[config.mk]
export PLATFORM = sky130hd
export DESIGN_NAME = fpu_pipe_ctrl_flat
export DESIGN_NICKNAME = d
export VERILOG_FILES = /design/src/rtl/fpu_pkg.sv /design/src/rtl/fpu_pipe_ctrl_if.sv /design/src/rtl/fpu_scoreboard.sv /design/src/rtl/fpu_pipe_ctrl.sv /design/src/flat_wrapper.sv
export SDC_FILE = /design/constraint.sdc
export NUM_CORES = 1
export LEC_CHECK = 0
export CORE_MARGIN = 3
export CORE_UTILIZATION = 54
export CTS_CLUSTER_DIAMETER = 50
export DETAILED_ROUTE_END_ITERATION = 6
export GPL_ROUTABILITY_DRIVEN = 0
export GPL_TIMING_DRIVEN = 0
export HOLD_SLACK_MARGIN = 0.08
export PLACE_DENSITY = 0.8
export SETUP_SLACK_MARGIN = 0.4
export SYNTH_ARGS = -nofsm -noshare
export SYNTH_HDL_FRONTEND = slang
export SYNTH_HIERARCHICAL = 1
export SYNTH_SLANG_ARGS = --single-unit
[constraint.sdc]
create_clock -name ck -period 4.6 [get_ports ck]
set_clock_uncertainty 0.05 [all_clocks]
set_input_delay 0.92 -clock ck [delete_from_list [all_inputs] [get_ports ck]]
set_output_delay 0.92 -clock ck [all_outputs]
set_load 0.05 [all_outputs]
[src/rtl/fpu_pkg.sv]
// rtl/fpu_pkg.sv - shared defaults and stage record for the FP pipeline controller
package fpu_pkg;

    localparam int FLEN            = 32;
    localparam int XLEN            = 32;
    localparam int NUM_FPU_REGS    = 32;
    localparam int FPU_PIPE_STAGES = 4;
    localparam int FPU_ID_WIDTH    = 4;
    localparam int FPU_REG_AW      = $clog2(NUM_FPU_REGS);
    localparam int FPU_NUM_SRCS    = 3;

    // One pipeline slot at the default widths
    typedef struct packed {
        logic                    valid;
        logic [FPU_ID_WIDTH-1:0] id;
        logic [FPU_REG_AW-1:0]   rd;
        logic                    to_xreg;
        logic [FLEN-1:0]         data;
    } fpu_stage_t;

endpackage

[src/rtl/fpu_pipe_ctrl_if.sv]
// rtl/fpu_pipe_ctrl_if.sv - issue and result handshake bundle for fpu_pipe_ctrl
interface fpu_pipe_ctrl_if #(
    parameter int X_ID_WIDTH = fpu_pkg::FPU_ID_WIDTH,
    parameter int NUM_REGS   = fpu_pkg::NUM_FPU_REGS,
    parameter int FLEN       = fpu_pkg::FLEN
);
    localparam int RW = $clog2(NUM_REGS);
    localparam int NS = fpu_pkg::FPU_NUM_SRCS;

    logic                  issue_valid;
    logic                  issue_ready;
    logic [X_ID_WIDTH-1:0] issue_id;
    logic [RW-1:0]         issue_rd;
    logic [NS*RW-1:0]      issue_rs;
    logic [NS-1:0]         issue_rs_used;
    logic                  issue_to_xreg;
    logic [FLEN-1:0]       issue_data;

    logic                  res_valid;
    logic                  res_ready;
    logic [X_ID_WIDTH-1:0] res_id;
    logic [RW-1:0]         res_rd;
    logic                  res_to_xreg;
    logic [FLEN-1:0]       res_data;

    modport master (
        output issue_valid, issue_id, issue_rd, issue_rs, issue_rs_used,
               issue_to_xreg, issue_data, res_ready,
        input  issue_ready, res_valid, res_id, res_rd, res_to_xreg, res_data
    );

    modport slave (
        input  issue_valid, issue_id, issue_rd, issue_rs, issue_rs_used,
               issue_to_xreg, issue_data, res_ready,
        output issue_ready, res_valid, res_id, res_rd, res_to_xreg, res_data
    );

endinterface

[src/rtl/fpu_scoreboard.sv]
// rtl/fpu_scoreboard.sv - pending FP destination bits with RAW/WAW hazard check
module fpu_scoreboard #(
    parameter int NUM_REGS = fpu_pkg::NUM_FPU_REGS,
    parameter int NS       = fpu_pkg::FPU_NUM_SRCS,
    localparam int RW      = $clog2(NUM_REGS)
) (
    input  logic                ck,
    input  logic                rst,
    input  logic                clr_all,
    input  logic                set_en,
    input  logic [RW-1:0]       set_idx,
    input  logic                clr_en,
    input  logic [RW-1:0]       clr_idx,
    input  logic [NS*RW-1:0]    rs,
    input  logic [NS-1:0]       rs_used,
    input  logic [RW-1:0]       rd,
    input  logic                rd_check,
    output logic                hazard,
    output logic [NUM_REGS-1:0] pending
);

    logic [NUM_REGS-1:0] pending_q;
    logic [NUM_REGS-1:0] pending_d;

    // Next mask: retire clears, issue sets; WAW stalls keep the two indices distinct
    always_comb begin
        pending_d = pending_q;
        if (clr_en) pending_d[clr_idx] = 1'b0;
        if (set_en) pending_d[set_idx] = 1'b1;
        if (clr_all) pending_d = '0;
    end

    // Hazard looks only at the registered mask, so a same-cycle retire does not bypass
    always_comb begin
        hazard = 1'b0;
        for (int k = 0; k < NS; k++) begin
            if (rs_used[k] && pending_q[rs[k*RW +: RW]]) hazard = 1'b1;
        end
        if (rd_check && pending_q[rd]) hazard = 1'b1;
    end

    // Mask register
    always_ff @(posedge ck) begin
        if (!rst) pending_q <= '0;
        else      pending_q <= pending_d;
    end

    assign pending = pending_q;

endmodule

[src/rtl/fpu_pipe_ctrl.sv]
// rtl/fpu_pipe_ctrl.sv - in-order issue/retire pipeline with destination scoreboard
module fpu_pipe_ctrl #(
    parameter int PIPELINE_STAGES = fpu_pkg::FPU_PIPE_STAGES,
    parameter int NUM_REGS        = fpu_pkg::NUM_FPU_REGS,
    parameter int X_ID_WIDTH      = fpu_pkg::FPU_ID_WIDTH,
    parameter int FLEN            = fpu_pkg::FLEN
) (
    input  logic                                 ck,
    input  logic                                 rst,
    input  logic                                 flush,
    fpu_pipe_ctrl_if.slave                       bus,
    output logic [NUM_REGS-1:0]                  pending_mask,
    output logic [$clog2(PIPELINE_STAGES+1)-1:0] occupancy,
    output logic                                 busy
);
    import fpu_pkg::*;

    localparam int RW    = $clog2(NUM_REGS);
    localparam int OCC_W = $clog2(PIPELINE_STAGES + 1);
    localparam int LAST  = PIPELINE_STAGES - 1;
    localparam logic [OCC_W-1:0] OCC_ONE = OCC_W'(1);
    localparam logic [OCC_W-1:0] OCC_MAX = OCC_W'(PIPELINE_STAGES);

    typedef struct packed {
        logic                  valid;
        logic [X_ID_WIDTH-1:0] id;
        logic [RW-1:0]         rd;
        logic                  to_xreg;
        logic [FLEN-1:0]       data;
    } stage_t;

    stage_t [PIPELINE_STAGES-1:0] stage_q;
    stage_t [PIPELINE_STAGES-1:0] stage_d;
    logic   [OCC_W-1:0]           occupancy_q;
    logic   [OCC_W-1:0]           occupancy_d;
    logic   [PIPELINE_STAGES-1:0] ready_in;
    logic                         hazard;
    logic                         issue_fire;
    logic                         retire;

    // A stage can take new content when empty or when its own content leaves
    always_comb begin
        ready_in[LAST] = !stage_q[LAST].valid || bus.res_ready;
        for (int i = PIPELINE_STAGES - 2; i >= 0; i--) begin
            ready_in[i] = !stage_q[i].valid || ready_in[i+1];
        end
    end

    // Issue handshake and retire detection
    always_comb begin
        bus.issue_ready = rst && !flush && !hazard && ready_in[0];
        issue_fire      = bus.issue_valid && bus.issue_ready;
        retire          = stage_q[LAST].valid && bus.res_ready;
    end

    // Bubble-collapsing shift; flush empties every slot
    always_comb begin
        stage_d = stage_q;
        if (ready_in[0]) begin
            stage_d[0] = '0;
            if (issue_fire) begin
                stage_d[0].valid   = 1'b1;
                stage_d[0].id      = bus.issue_id;
                stage_d[0].rd      = bus.issue_rd;
                stage_d[0].to_xreg = bus.issue_to_xreg;
                stage_d[0].data    = bus.issue_data;
            end
        end
        for (int i = 1; i < PIPELINE_STAGES; i++) begin
            if (ready_in[i]) stage_d[i] = stage_q[i-1];
        end
        if (flush) stage_d = '0;
    end

    // In-flight count: simultaneous accept and retire cancel
    always_comb begin
        occupancy_d = occupancy_q;
        if (issue_fire && !retire)      occupancy_d = occupancy_q + OCC_ONE;
        else if (!issue_fire && retire) occupancy_d = occupancy_q - OCC_ONE;
        if (flush) occupancy_d = '0;
    end

    // Pipeline and counter registers
    always_ff @(posedge ck) begin
        if (!rst) begin
            stage_q     <= '0;
            occupancy_q <= '0;
        end else begin
            stage_q     <= stage_d;
            occupancy_q <= occupancy_d;
        end
    end

    fpu_scoreboard #(.NUM_REGS(NUM_REGS), .NS(FPU_NUM_SRCS)) u_scoreboard (
        .ck       (ck),
        .rst      (rst),
        .clr_all  (flush),
        .set_en   (issue_fire && !bus.issue_to_xreg),
        .set_idx  (bus.issue_rd),
        .clr_en   (retire && !stage_q[LAST].to_xreg),
        .clr_idx  (stage_q[LAST].rd),
        .rs       (bus.issue_rs),
        .rs_used  (bus.issue_rs_used),
        .rd       (bus.issue_rd),
        .rd_check (!bus.issue_to_xreg),
        .hazard   (hazard),
        .pending  (pending_mask)
    );

    assign bus.res_valid   = stage_q[LAST].valid;
    assign bus.res_id      = stage_q[LAST].id;
    assign bus.res_rd      = stage_q[LAST].rd;
    assign bus.res_to_xreg = stage_q[LAST].to_xreg;
    assign bus.res_data    = stage_q[LAST].data;
    assign occupancy       = occupancy_q;
    assign busy            = (occupancy_q != '0);

    occupancy_bound: assert property (@(posedge ck) disable iff (!rst) occupancy_q <= OCC_MAX);

endmodule

[src/flat_wrapper.sv]
// flat-port wrapper written by rule: the top's interface ports become plain ports
module fpu_pipe_ctrl_flat import fpu_pkg::*;
#(
    parameter int PIPELINE_STAGES = fpu_pkg::FPU_PIPE_STAGES,
    parameter int NUM_REGS        = fpu_pkg::NUM_FPU_REGS,
    parameter int X_ID_WIDTH      = fpu_pkg::FPU_ID_WIDTH,
    parameter int FLEN            = fpu_pkg::FLEN
)
  (ck, rst, flush, pending_mask, occupancy, busy, bus_issue_valid, bus_issue_id, bus_issue_rd, bus_issue_rs, bus_issue_rs_used, bus_issue_to_xreg, bus_issue_data, bus_res_ready, bus_issue_ready, bus_res_valid, bus_res_id, bus_res_rd, bus_res_to_xreg, bus_res_data);
  fpu_pipe_ctrl_if #(.X_ID_WIDTH(X_ID_WIDTH), .NUM_REGS(NUM_REGS), .FLEN(FLEN)) bus_i ();
  input  logic ck;
  input  logic rst;
  input  logic flush;
  output logic [NUM_REGS-1:0] pending_mask;
  output logic [$clog2(PIPELINE_STAGES+1)-1:0] occupancy;
  output logic busy;
  input wire logic [$bits(bus_i.issue_valid)-1:0] bus_issue_valid;
  input wire logic [$bits(bus_i.issue_id)-1:0] bus_issue_id;
  input wire logic [$bits(bus_i.issue_rd)-1:0] bus_issue_rd;
  input wire logic [$bits(bus_i.issue_rs)-1:0] bus_issue_rs;
  input wire logic [$bits(bus_i.issue_rs_used)-1:0] bus_issue_rs_used;
  input wire logic [$bits(bus_i.issue_to_xreg)-1:0] bus_issue_to_xreg;
  input wire logic [$bits(bus_i.issue_data)-1:0] bus_issue_data;
  input wire logic [$bits(bus_i.res_ready)-1:0] bus_res_ready;
  output wire logic [$bits(bus_i.issue_ready)-1:0] bus_issue_ready;
  output wire logic [$bits(bus_i.res_valid)-1:0] bus_res_valid;
  output wire logic [$bits(bus_i.res_id)-1:0] bus_res_id;
  output wire logic [$bits(bus_i.res_rd)-1:0] bus_res_rd;
  output wire logic [$bits(bus_i.res_to_xreg)-1:0] bus_res_to_xreg;
  output wire logic [$bits(bus_i.res_data)-1:0] bus_res_data;
  assign bus_i.issue_valid = bus_issue_valid;
  assign bus_i.issue_id = bus_issue_id;
  assign bus_i.issue_rd = bus_issue_rd;
  assign bus_i.issue_rs = bus_issue_rs;
  assign bus_i.issue_rs_used = bus_issue_rs_used;
  assign bus_i.issue_to_xreg = bus_issue_to_xreg;
  assign bus_i.issue_data = bus_issue_data;
  assign bus_i.res_ready = bus_res_ready;
  assign bus_issue_ready = bus_i.issue_ready;
  assign bus_res_valid = bus_i.res_valid;
  assign bus_res_id = bus_i.res_id;
  assign bus_res_rd = bus_i.res_rd;
  assign bus_res_to_xreg = bus_i.res_to_xreg;
  assign bus_res_data = bus_i.res_data;
  fpu_pipe_ctrl #(.PIPELINE_STAGES(PIPELINE_STAGES), .NUM_REGS(NUM_REGS), .X_ID_WIDTH(X_ID_WIDTH), .FLEN(FLEN)) u_core (.ck(ck), .rst(rst), .flush(flush), .bus(bus_i), .pending_mask(pending_mask), .occupancy(occupancy), .busy(busy));
endmodule
==> flow_summary.yaml, run 1 <==
logic_synthesis:
  synth_ff_type: "dfxtp_1"
  synth-seq-area-share_pct: 45.7
  async_reset_ff_share_pct: 0
  synth.largest_area_cell: "dfxtp_1"
  yosysWarnings: 6
  syn_area_mm2: 0.00906
  synth_top_area_share_pct: 45.7
  yosys-top-cells-count: "nand2_1 (377), dfxtp_1 (207), a21oi_1 (160), mux2i_1 (51), buf_4 (44)"
  synth_fp_nets: 1125
  yosysUniqueCellTypes: 42
  synth-edff-count: 0
  synth.top_cells.by_area: "dfxtp_1 (46%), nand2_1 (16%), a21oi_1 (8.8%)"
  syn_area_per_cell_um2: 8.56
  synth_cells: 1058
  synth-seq-cells: 207
  yosysMostFrequentCell: "nand2_1"
run_status:
  outcome: "completed"
global_routing:
  grt_pass1_vias: 7554
  antenna_found_initial: 0
  grtUsageTotal_pct: 25.4
  grt_pass1_wl_um: 38000
  grt-ovfl-total: 0
  grt_max_degree: 15
timing:
  tightestPinTransition_ns: 0.719
  tns_ns: 0
  rsz0062_at_grt: "no"
  setup_violations: 0
  hold_viol: 0
  setup_slack_ns: 0.481
  slew_headroom_pct: 51.9
  finalCritPeriodShare_pct: 89.5
  fmax_mhz: 243
  period_minus_slack_ns: 4.12
  finalMaxSlewViolations: 0
pwr:
  internal_power_mw: 2.84
  ir_drop_mv: 0.211
  power.switching_uw: 836
  p_seq_share_pct: 49.5
  powerDensity_mw_per_mm2: 322
  pwr-share-comb_pct: 5.4
  leakagePower_nw: 4.21
  power.share.switching_pct: 22.8
  power_frac_clock_pct: 45.2
  finalPower_mw: 3.67
detailed_routing:
  drt-initial-drc-count: 664
  wl_per_cell_um: 16.5
  num_vias: 8045
  drt-total-wl_um: 23900
  drc: 0
  antenna_left: 0
  dr.pass1.iters: 5
  vias_per_cell: 5.54
worst_setup_path:
  required_ns: 3.63
  critical_path_class: "in -> out"
  startpoint_type: "input pin"
  crit_path_end_kind: "output pin"
  worstPathMaxFanout: 5
  arrival_ns: 3.15
place:
  port-buffer-count: 137
  placed_area_mm2: 0.0107
  hpwl_um: 16800
  pre_cts_slack_ns: -0.705
floorplan:
  core_area_mm2: 0.0162
  start_util_pct: 56.0
  io_pins: 145
  rows: 46
  die_h_um: 136
  dieWidth_um: 136
  dieArea_mm2: 0.0184
flow_run:
  drv_cap: 0
clocking:
  clock_path_buffers: 3
  clock-sinks: 207
  clock_latency_ns: 0.50
  hold_buffers: 0
  cts-htree-levels: 1
  cts_buffers: 22
  clk_pin_slew_ns: 0.06
  cts-root-buf: "clkbuf_16"
  cts_tree: "built"
final_layout:
  synthToLayoutAreaGrowth_pct: 26.0
  diodes: 0
  drive_above_1_share_pct: 13.0
  fin_nets: 1287
  post-route-cell-area_mm2: 0.0114
min_path:
  hp-class: "reg -> reg"
-- metal layers --
layer | up-vias | wire, um | global-route usage [%]
met5 | - | 0 | 0
met4 | 0 | 385 | 7.00
met3 | 42 | 1710 | 3.79
met2 | 358 | 11500 | 42.5
met1 | 3802 | 10300 | 34.5
li1 | 3843 | - | -
-- worst paths after layout --
check,startpoint,end,slack (ns),cells past startpoint
setup reg to reg,u_core/u_scoreboard/pending[7]$_SDFF_PP0_,u_core/u_scoreboard/pending[16]$_SDFF_PP0_,0.83,10
hold reg to reg,u_core/stage_q[87]$_SDFFE_PP0P_,u_core/stage_q[87]$_SDFFE_PP0P_,0.40,2
hold / removal,u_core/stage_q[87]$_SDFFE_PP0P_,u_core/stage_q[87]$_SDFFE_PP0P_,0.40,2
setup / recovery,bus_issue_rs[12],bus_issue_ready,0.48,8
-- flip-flops by register name (all words and copies together) (netlist names) --
name,flops
u_core/bus.res_data,32
u_core/bus.res_id,4
u_core/bus.res_rd,5
u_core/bus.res_to_xreg,1
u_core/bus.res_valid,1
u_core/occupancy,3
u_core/stage_q,129
u_core/u_scoreboard/pending,32
-- power by group through the flow --
stage	Sequential, mW	Combinational (mW)	Clock (mW)
2_1_floorplan	1.86	0.0981	0
3_3_place_gp	1.86	0.191	0
3_5_place_dp	1.86	0.193	0
4_1_cts	1.82	0.196	1.68
5_1_grt	1.82	0.212	1.76
6_report	1.82	0.198	1.66
-- kinds of logic after synthesis --
| logic type | after synthesis | synth area share [%] |
|---|---|---|
| and+or+nand+nor | 436 | 19.8 |
| muxes | 91 | 14.9 |
| AOI/OAI and AO/OA | 202 | 11.5 |
| adders and majority gates | 2 | 0.359 |
| buffers and inverters | 118 | 7.54 |
| DFF | 207 | 45.7 |
| xor gates and xnor gates | 2 | 0.193 |
-- critical path: stages --
cell           delay [ns]
dlygate4sd2_1        0.34
mux4_2               0.53
mux2i_1              0.21
a2111oi_0            0.17
a31oi_2              0.24
nand4b_1             0.22
nor3_2               0.28
buf_4                0.24
-- through the flow --
step	cells	utilization, %	hold WS (ns)
after floorplan	1058	-	0.382
after global placement	1411	66.2	0.389
after detailed placement	1411	66.2	0.394
after CTS	1452	70.6	0.398
after global routing	1452	70.6	0.415
final	1452	70.6	0.400
-- layout by cell type (no fill, tap or decap), drive strengths merged, types with 2 or more instances in the layout --
master / n
a21oi: 160
a31oi: 2
and3: 2
and3b: 4
buf: 82
clkbuf: 64
clkdlybuf4s50: 131
clkinv: 9
clkinvlp: 2
dfxtp: 207
inv: 6
mux2: 8
mux2i: 51
mux4: 32
nand2: 378
nand2b: 6
nand3: 3
nand3b: 7
nand4b: 2
nor2: 13
nor2b: 2
nor3: 4
nor3b: 6
o21ai: 33
or3: 3
or3b: 2
xor2: 2
-- cell type report --
type,instances,area [um2]
buffer,114,683
tap,216,270
multi-input combinational,733,4250
timing repair buffer,138,1360
fill,1270,4760
clock inverter,13,91.3
sequential,207,4140
clock buffer,27,599
inverter,4,15.0
-- repair_timing --
| item | 4_1_cts | 5_1_grt |
|---|---|---|
| setup endpoints to repair | 35 | 28 |
| setup buffers | 1 | 0 |
| resized for setup | 19 | 9 |
| pin swaps | 1 | 0 |
| endpoints found under the hold margin | 0 | 0 |
No activity file was read; power rests on OpenSTA's default activity.
==> run 2, diff against run 1 <==
- GPL_ROUTABILITY_DRIVEN: 0 -> unset
==> results of run 2 <==
Final layout, timing and power as in run 1 (identical DEF).
==> run 3, diff against run 2 <==
- HOLD_SLACK_MARGIN: 0.08 -> unset
==> results of run 3 <==
Final layout, timing and power as in run 1 (identical DEF).
